===== src/rtl/trap_sequencer.sv =====
// Machine-mode trap sequencer: takes exceptions, interrupts and mret, flushes/drains the pipe,
// writes mepc/mcause/mtval through one CSR port, updates mstatus and redirects fetch.
module trap_sequencer #(
   parameter int unsigned XLEN   = 32,
   parameter logic [5:0]  NO_EXC = 6'h1F
) (
   input  logic            clk,
   input  logic            rst_n,
   input  logic [5:0]      exc_code,
   input  logic [XLEN-1:0] exc_pc,
   input  logic [XLEN-1:0] exc_tval,
   input  logic [2:0]      irq_pending,
   input  logic            mstatus_mie,
   input  logic [XLEN-1:0] mtvec,
   input  logic [XLEN-1:0] mepc_in,
   input  logic            mret_req,
   input  logic            pipe_empty,
   output logic            flush,
   output logic            stall,
   output logic            busy,
   output logic            redirect_valid,
   output logic [XLEN-1:0] redirect_pc,
   output logic            csr_we,
   output logic [1:0]      csr_sel,
   output logic [XLEN-1:0] csr_wdata,
   output logic            mstatus_trap,
   output logic            mstatus_mret
);

   typedef enum logic [3:0] {
      st_idle, st_flush, st_drain, st_w_epc, st_w_cause, st_w_tval, st_redirect,
      st_m_flush, st_m_drain, st_m_ret
   } state_t;

   state_t            state, state_d;
   logic [5:0]        code_q;
   logic [XLEN-1:0]   pc_q, tval_q, redirect_q, base, trap_target;
   logic              is_irq_q;
   logic              take_exc, take_irq, take_mret;
   logic [5:0]        irq_code;

   assign take_exc  = (exc_code != NO_EXC);
   assign take_irq  = !take_exc && mstatus_mie && (irq_pending != 3'b000);
   assign take_mret = !take_exc && !take_irq && mret_req;
   assign irq_code  = irq_pending[2] ? 6'd11 : (irq_pending[0] ? 6'd3 : 6'd7);

   // Vectored mode only offsets interrupts; modes 2 and 3 fall back to direct.
   assign base        = {mtvec[XLEN-1:2], 2'b00};
   assign trap_target = (mtvec[1:0] == 2'b01 && is_irq_q) ?
                        base + {{(XLEN-8){1'b0}}, code_q, 2'b00} : base;

   always_comb begin
      state_d = state;
      unique case (state)
         st_idle: begin
            if (take_exc || take_irq) state_d = st_flush;
            else if (take_mret)       state_d = st_m_flush;
         end
         st_flush:    state_d = st_drain;
         st_drain:    if (pipe_empty) state_d = st_w_epc;
         st_w_epc:    state_d = st_w_cause;
         st_w_cause:  state_d = st_w_tval;
         st_w_tval:   state_d = st_redirect;
         st_redirect: state_d = st_idle;
         st_m_flush:  state_d = st_m_drain;
         st_m_drain:  if (pipe_empty) state_d = st_m_ret;
         st_m_ret:    state_d = st_idle;
         default:     state_d = st_idle;
      endcase
   end

   // Outputs are registered from the next state so each one lines up with its state.
   always_ff @(posedge clk or negedge rst_n) begin
      if (!rst_n) begin
         state          <= st_idle;
         code_q         <= '0;
         pc_q           <= '0;
         tval_q         <= '0;
         is_irq_q       <= 1'b0;
         flush          <= 1'b0;
         busy           <= 1'b0;
         csr_we         <= 1'b0;
         csr_sel        <= 2'd0;
         csr_wdata      <= '0;
         redirect_valid <= 1'b0;
         redirect_q     <= '0;
         mstatus_trap   <= 1'b0;
         mstatus_mret   <= 1'b0;
      end else begin
         state <= state_d;
         if (state == st_idle) begin
            if (take_exc) begin
               code_q   <= exc_code;
               pc_q     <= exc_pc;
               tval_q   <= exc_tval;
               is_irq_q <= 1'b0;
            end else if (take_irq) begin
               code_q   <= irq_code;
               pc_q     <= exc_pc;
               tval_q   <= '0;
               is_irq_q <= 1'b1;
            end
         end
         flush          <= (state_d == st_flush) || (state_d == st_m_flush);
         busy           <= (state_d != st_idle);
         csr_we         <= (state_d == st_w_epc) || (state_d == st_w_cause) ||
                           (state_d == st_w_tval);
         redirect_valid <= (state_d == st_redirect) || (state_d == st_m_ret);
         redirect_q     <= (state_d == st_redirect) ? trap_target : '0;
         mstatus_trap   <= (state_d == st_redirect);
         mstatus_mret   <= (state_d == st_m_ret);
         case (state_d)
            st_w_epc: begin
               csr_sel   <= 2'd0;
               csr_wdata <= pc_q;
            end
            st_w_cause: begin
               csr_sel   <= 2'd1;
               csr_wdata <= {is_irq_q, {(XLEN-7){1'b0}}, code_q};
            end
            st_w_tval: begin
               csr_sel   <= 2'd2;
               csr_wdata <= tval_q;
            end
            default: begin
               csr_sel   <= 2'd0;
               csr_wdata <= '0;
            end
         endcase
      end
   end

   assign stall = busy;
   // mret target follows mepc_in live during the return cycle.
   assign redirect_pc = (state == st_m_ret) ? mepc_in : redirect_q;

endmodule


===== config.mk =====
export PLATFORM = sky130hd
export DESIGN_NAME = trap_sequencer
export DESIGN_NICKNAME = d
export VERILOG_FILES = /design/src/rtl/trap_sequencer.sv
export SDC_FILE = /design/constraint.sdc
export NUM_CORES = 1
export LEC_CHECK = 0
export CAP_MARGIN = 20
export CELL_PAD_IN_SITES_DETAIL_PLACEMENT = 2
export CELL_PAD_IN_SITES_GLOBAL_PLACEMENT = 2
export CORE_ASPECT_RATIO = 0.75
export CORE_MARGIN = 1
export CORE_UTILIZATION = 25
export DETAILED_ROUTE_END_ITERATION = 12
export PLACE_DENSITY_LB_ADDON = 0.1
export SLEW_MARGIN = 0
export SYNTH_ARGS = -nofsm -noshare
export SYNTH_HDL_FRONTEND = slang
export SYNTH_SLANG_ARGS = --single-unit

===== constraint.sdc =====
create_clock -name clk -period 6.6 [get_ports clk]
set_clock_uncertainty 0.15 [all_clocks]
set_input_delay 1.32 -clock clk [delete_from_list [all_inputs] [get_ports clk]]
set_output_delay 1.32 -clock clk [all_outputs]
set_load 0.05 [all_outputs]

# Word-level counts from Yosys, hierarchy flattened
# Cells that the tools add are included.
totals:
  ff_bits: 147
  in_bits: 142
  out_inout_bits: 73
  elab_cells: 69
op_classes:
  addsub: 1
  n_eq_ne: 17
  mux: 20
  n_reduce_logical: 17
op_table:
  columns: ["operator", "n"]
  rows:
  - ["2-to-1 mux 32 bit", 7]
  - ["case mux 32 bit (3 select lines)", 1]
  - ["adder 32 x 8 -> 32 bit", 1]
  - ["case mux 4 bit (8 select lines)", 1]
  - ["equality test 4 x 3 -> 1 bit (second input constant)", 7]
  - ["2-to-1 mux 4 bit", 5]
  - ["equality test 4 x 2 -> 1 bit (second input constant)", 3]
  - ["equality test 4 bit (second input constant)", 3]
  - ["2-to-1 mux 6 bit", 2]
  - ["equality test 4 x 1 -> 1 bit (second input constant)", 2]
  - ["inequality test 6 x 5 -> 1 bit (second input constant)", 1]
  - ["logical AND 1 bit", 5]
  - ["logical OR 1 bit", 5]
  - ["zero test 4 bit", 1]
  - ["case mux 2 bit (2 select lines)", 1]
  - ["nonzero test 4 bit", 1]
  - ["2-to-1 mux 3 bit", 1]
  - ["nonzero test 3 bit", 1]
  - ["equality test 2 x 1 -> 1 bit (second input constant)", 1]
  - ["zero test 1 bit", 2]
  - ["2-to-1 mux 1 bit", 2]
  - ["AND reduction 2 bit", 1]
  - ["nonzero test 2 bit", 1]

# Longest topological paths before layout
logic_depth:
  ltp_word: 13
  mapped_depth: 8
  mapped_depth_nobuf: 8

# Worst setup path before layout
# No wires, ideal clock.
synth_timing:
  path_type: "input port to flip-flop"
  startpoint: "input mtvec[2]"
  endpoint: "register redirect_q[30]"
  setup_ns: 0.078
  arrival_time_ns: 3.109
  t_required_ns: 6.372
  setup_slack_ns: 3.263
  cell_stages: 8
  path_buffers: 0
  cell_sequence: "ha_1 -> inv_1 -> fa_1 -> nor2b_1 -> o31a_1 -> o22ai_1 -> or4_1 -> a21oi_1"
synth_via:
  elab_chain_len: 3
synth_rtl:
  columns: ["item", "line_no", "text"]
  rows:
  - ["start, declared", "14", "input logic [XLEN-1:0] mtvec,"]
  - ["adder 32 x 8 -> 32 bit", "50", "base + {{(XLEN-8){1'b0}}, code_q, 2'b00} : base;"]
  - ["2-to-1 mux 32 bit", "49", "assign trap_target = (mtvec[1:0] == 2'b01 && is_irq_q) ?"]
  - ["2-to-1 mux 32 bit", "109", "redirect_q <= (state_d == st_redirect) ? trap_target : '0;"]
  - ["end signal, assigned", "109", null]
  - ["end, declared", "37", "logic [XLEN-1:0] pc_q, tval_q, redirect_q, base, trap_target;"]
# No other way between the ends.
# A chain may end at the register's enable or synchronous reset.

# Worst setup path in the final report
layout_timing:
  startpoint: "register state[1]"
  endpoint: "output redirect_pc[29]"
layout_via:
  elab_chain_len: 2
layout_rtl:
  columns: ["item", "line_no", "text"]
  rows:
  - ["start, declared", "35", "state_t state, state_d;"]
  - ["start signal, assigned", "75", "state <= st_idle;"]
  - ["start signal, assigned", "90", "state <= state_d;"]
  - ["equality test 4 bit", "135", "assign redirect_pc = (state == st_m_ret) ? mepc_in : redirect_q;"]
  - ["2-to-1 mux 32 bit", "135", null]
  - ["end, declared", "22", "output logic [XLEN-1:0] redirect_pc,"]
# No other way between the ends.

==> impl_metrics.csv <==
group,metric,value,unit
status,status,"finished, final reports clean",
floorplanning,die_y,141.3,um
power_and_ir_drop,p_int,0.002692,W
floorplanning,die_area,26530,um2
cts,cts_buffers,17,
place,gp_congestion,0.7454,
power_and_ir_drop,switchingPower,0.001773,W
cts,cts_tree,"built",
sta,period_needed,4.716,ns
critical_path,endpoint_kind,"output pin",
global_routing,grt_max_degree,89,
global_routing,grt_pass1_vias,5816,
power_and_ir_drop,share_clk_of_total_power,0.236,
critical_path,path_max_fanout,32,
floorplanning,ios,215,
synthesis,synth_cells,528,
critical_path,critical_path.startpoint,"state[1]",
power_and_ir_drop,combPwrFrac,0.436,
sta,tns,0,ns
sta,hold_ws,0.3253,ns
global_routing,antenna_found_initial,1,
synthesis,syn-cell-area,6469,um2
layout,regArea,3628,um2
floorplanning,start_util,0.2572,
cts,post-cts-setup-buffers,0,
worst_hold_path,min-delay-start,"pc_q[5]",
cts,clock-sinks,145,
global_routing,grt_overflow,0,
sta,fmax,212.0,MHz
drt,via_count,5168,
cts,htreeDepth,4,
cts,cts_resized,0,
synthesis,synth_warnings,0,
power_and_ir_drop,power_frac_seq,0.328,
synthesis,synth.distinct_cells,58,
sta,timing.final.crit_share,0.7146,
sta,final_hold_viol_count,0,
place,portBuffers,214,
synthesis,synth-seq-cells,145,
cts,hold_buffers,0,
synthesis,synthTopCellsByArea,"dfrtp_1 56%, mux2_2 11%, a22o_1 7.9%",
sta,rsz0062_at_grt,"false",
synthesis,synth_seq_area_share,0.5609,
critical_path,cp-start-kind,"flip-flop",
layout,multiInputGateArea,2688,um2
critical_path,worstSetupPathType,"flip-flop to output pin",
power_and_ir_drop,p_leak,4.068,nW
layout,antennaDiodeCount,0,
synthesis,syn-num-nets,677,
layout,nFillCells,2603,
drt,postRouteAntennaNets,0,
synthesis,synth_area_leader_cell,"dfrtp_1",
global_routing,grt_pass1_wl,34.76,mm
floorplanning,fp-row-count,50,
power_and_ir_drop,power.density,463.9,nW/um2
place,dp_hpwl,15.87,mm
worst_hold_path,min_path_type,"flip-flop to flip-flop",
power_and_ir_drop,switching_share,0.3972,
sta,slew_headroom,0.3246,
drt,drc,0,
synthesis,synth_top_area_frac,0.5609,
floorplanning,design.core.area,25150,um2
layout,drive_gt1_frac,0.1571,
synthesis,synth_common_cells,"145 x dfrtp_1, 65 x mux2_2, 58 x a22o_1, 31 x nand2_1, 30 x nor2_1",
critical_path,r2r_start,"code_q[0]",
cts,clock-root-buffer,"clkbuf_16",
run,maxCapViolations,0,
drt,drtIter0Drc,160,
cts,path_clk_slew,0.06,ns
layout,nNetsFinal,887,
synthesis,synth_area_per_cell,12.25,um2
cts,clock_path_buffers,2,
drt,routed_wl,22.21,mm
drt,drt-pass1-iter-count,4,
layout,area_growth,48.78,%
synthesis,synth.most_common_cell,"dfrtp_1",
critical_path,crit_arrival,3.25,ns
synthesis,ys.flop_type,"dfrtp_1",
critical_path,cp.required,5.13,ns
synthesis,synthArstFlopShare,1.000,
sta,drv_slew,0,
floorplanning,dieWidth,187.7,um
sta,setup_viol,0,
sta,tightest_slew,1.011,ns
drt,wl_per_cell,20.39,um
global_routing,grt_usage,0.1727,
drt,via_per_inst,4.746,
cts,insertion_delay,0.42,ns
power_and_ir_drop,ir_drop,0.2020,mV
synthesis,synth-edff-count,0,
[layout make-up]
class,count,share of cell area
multi-input combinational,342,0.2793
clock buffer,21,0.04784
inverter,13,0.005070
tap,338,0.04394
timing repair buffer,219,0.2287
clock inverter,11,0.01820
sequential,145,0.3770
[layer usage]
| layer | routed length, um | vias to the layer above | global-route usage |
|---|---|---|---|
| li1 | - | 2369 | - |
| met1 | 10450 | 2667 | 0.2340 |
| met2 | 10490 | 114 | 0.2739 |
| met3 | 1002 | 16 | 0.04601 |
| met4 | 253 | 2 | 0.04279 |
| met5 | 11 | - | 0 |
[power groups by stage]
stage | logic [W] | registers, W | clock network [W]
final | 0.00195 | 0.00147 | 0.00105
after detailed placement | 0.00196 | 0.00148 | 0
after floorplan | 0.00101 | 0.00170 | 0
after global routing | 0.00208 | 0.00151 | 0.00112
after CTS | 0.00198 | 0.00147 | 0.00108
after global placement | 0.00188 | 0.00145 | 0
[final timing paths]
kind | endpoint | slack, ns | cells past startpoint
min in group asynchronous | redirect_q[15] | 0.82 | 1
setup / recovery | redirect_pc[29] | 1.88 | 4
max in group asynchronous | tval_q[12] | 4.16 | 2
hold reg to reg | csr_wdata[5] | 0.33 | 2
setup reg to reg | redirect_q[30] | 3.62 | 8
hold / removal | csr_wdata[5] | 0.33 | 2
[kinds of logic (layout without fill, tap and decap cells)]
group,after synthesis,after routing,synth area share
adders and majority gates,7,7,0.01470
AOI/OAI and AO/OA,128,128,0.1513
DFF,145,145,0.5609
and+or+nand+nor,129,129,0.1143
muxes,67,67,0.1162
xor gates and xnor gates,11,11,0.01489
buffers and inverters,41,264,0.02766
[through the flow]
step	instances	total power [W]	worst slack (ns)	area, um2	utilization
after floorplan	528	0.002711	3.263	6469	-
after global placement	1056	0.003339	2.237	8961	0.3563
after detailed placement	1057	0.003436	2.130	8989	0.3574
after CTS	1089	0.004531	1.807	9624	0.3827
after global routing	1089	0.004706	1.652	9624	0.3827
final	1089	0.004465	1.884	9624	0.3827
[critical path, cell delays in order (launching register included)]
cell and delay (ns):
dfrtp_1 0.54, nand2b_1 0.32, nor2_4 0.81, mux2_2 0.41, clkdlybuf4s50_1 0.72
[flip-flops by register name, summed over array words and instances (netlist names), 2 cells and up]
register    cells
pc_q           32
code_q          6
csr_wdata      32
tval_q         32
csr_sel         2
state           4
redirect_q     30
[layout by cell type (no fill, tap or decap), drive strengths merged, types with 3 or more instances in the layout]
master | synthesis | routed
clkdlybuf4s50 | 0 | 213
dfrtp | 145 | 145
mux2 | 65 | 65
a22o | 58 | 58
nand2 | 31 | 31
nor2 | 30 | 30
clkbuf | 15 | 21
o21ai | 17 | 17
a21oi | 16 | 16
inv | 13 | 16
nand3 | 9 | 9
xor2 | 9 | 9
nand4 | 9 | 9
nor3 | 9 | 9
or3 | 8 | 8
a22oi | 6 | 6
or4 | 6 | 6
ha | 6 | 6
buf | 13 | 6
nor4 | 5 | 5
o31ai | 4 | 4
o2111ai | 4 | 4
o211ai | 4 | 4
bufinv | 0 | 4
nand2b | 3 | 3
nor2b | 3 | 3
nand3b | 3 | 3
and2 | 3 | 3
a211oi | 3 | 3
a31oi | 3 | 3
or2 | 3 | 3
o31a | 3 | 3
Power figures use the tool's default switching activity.
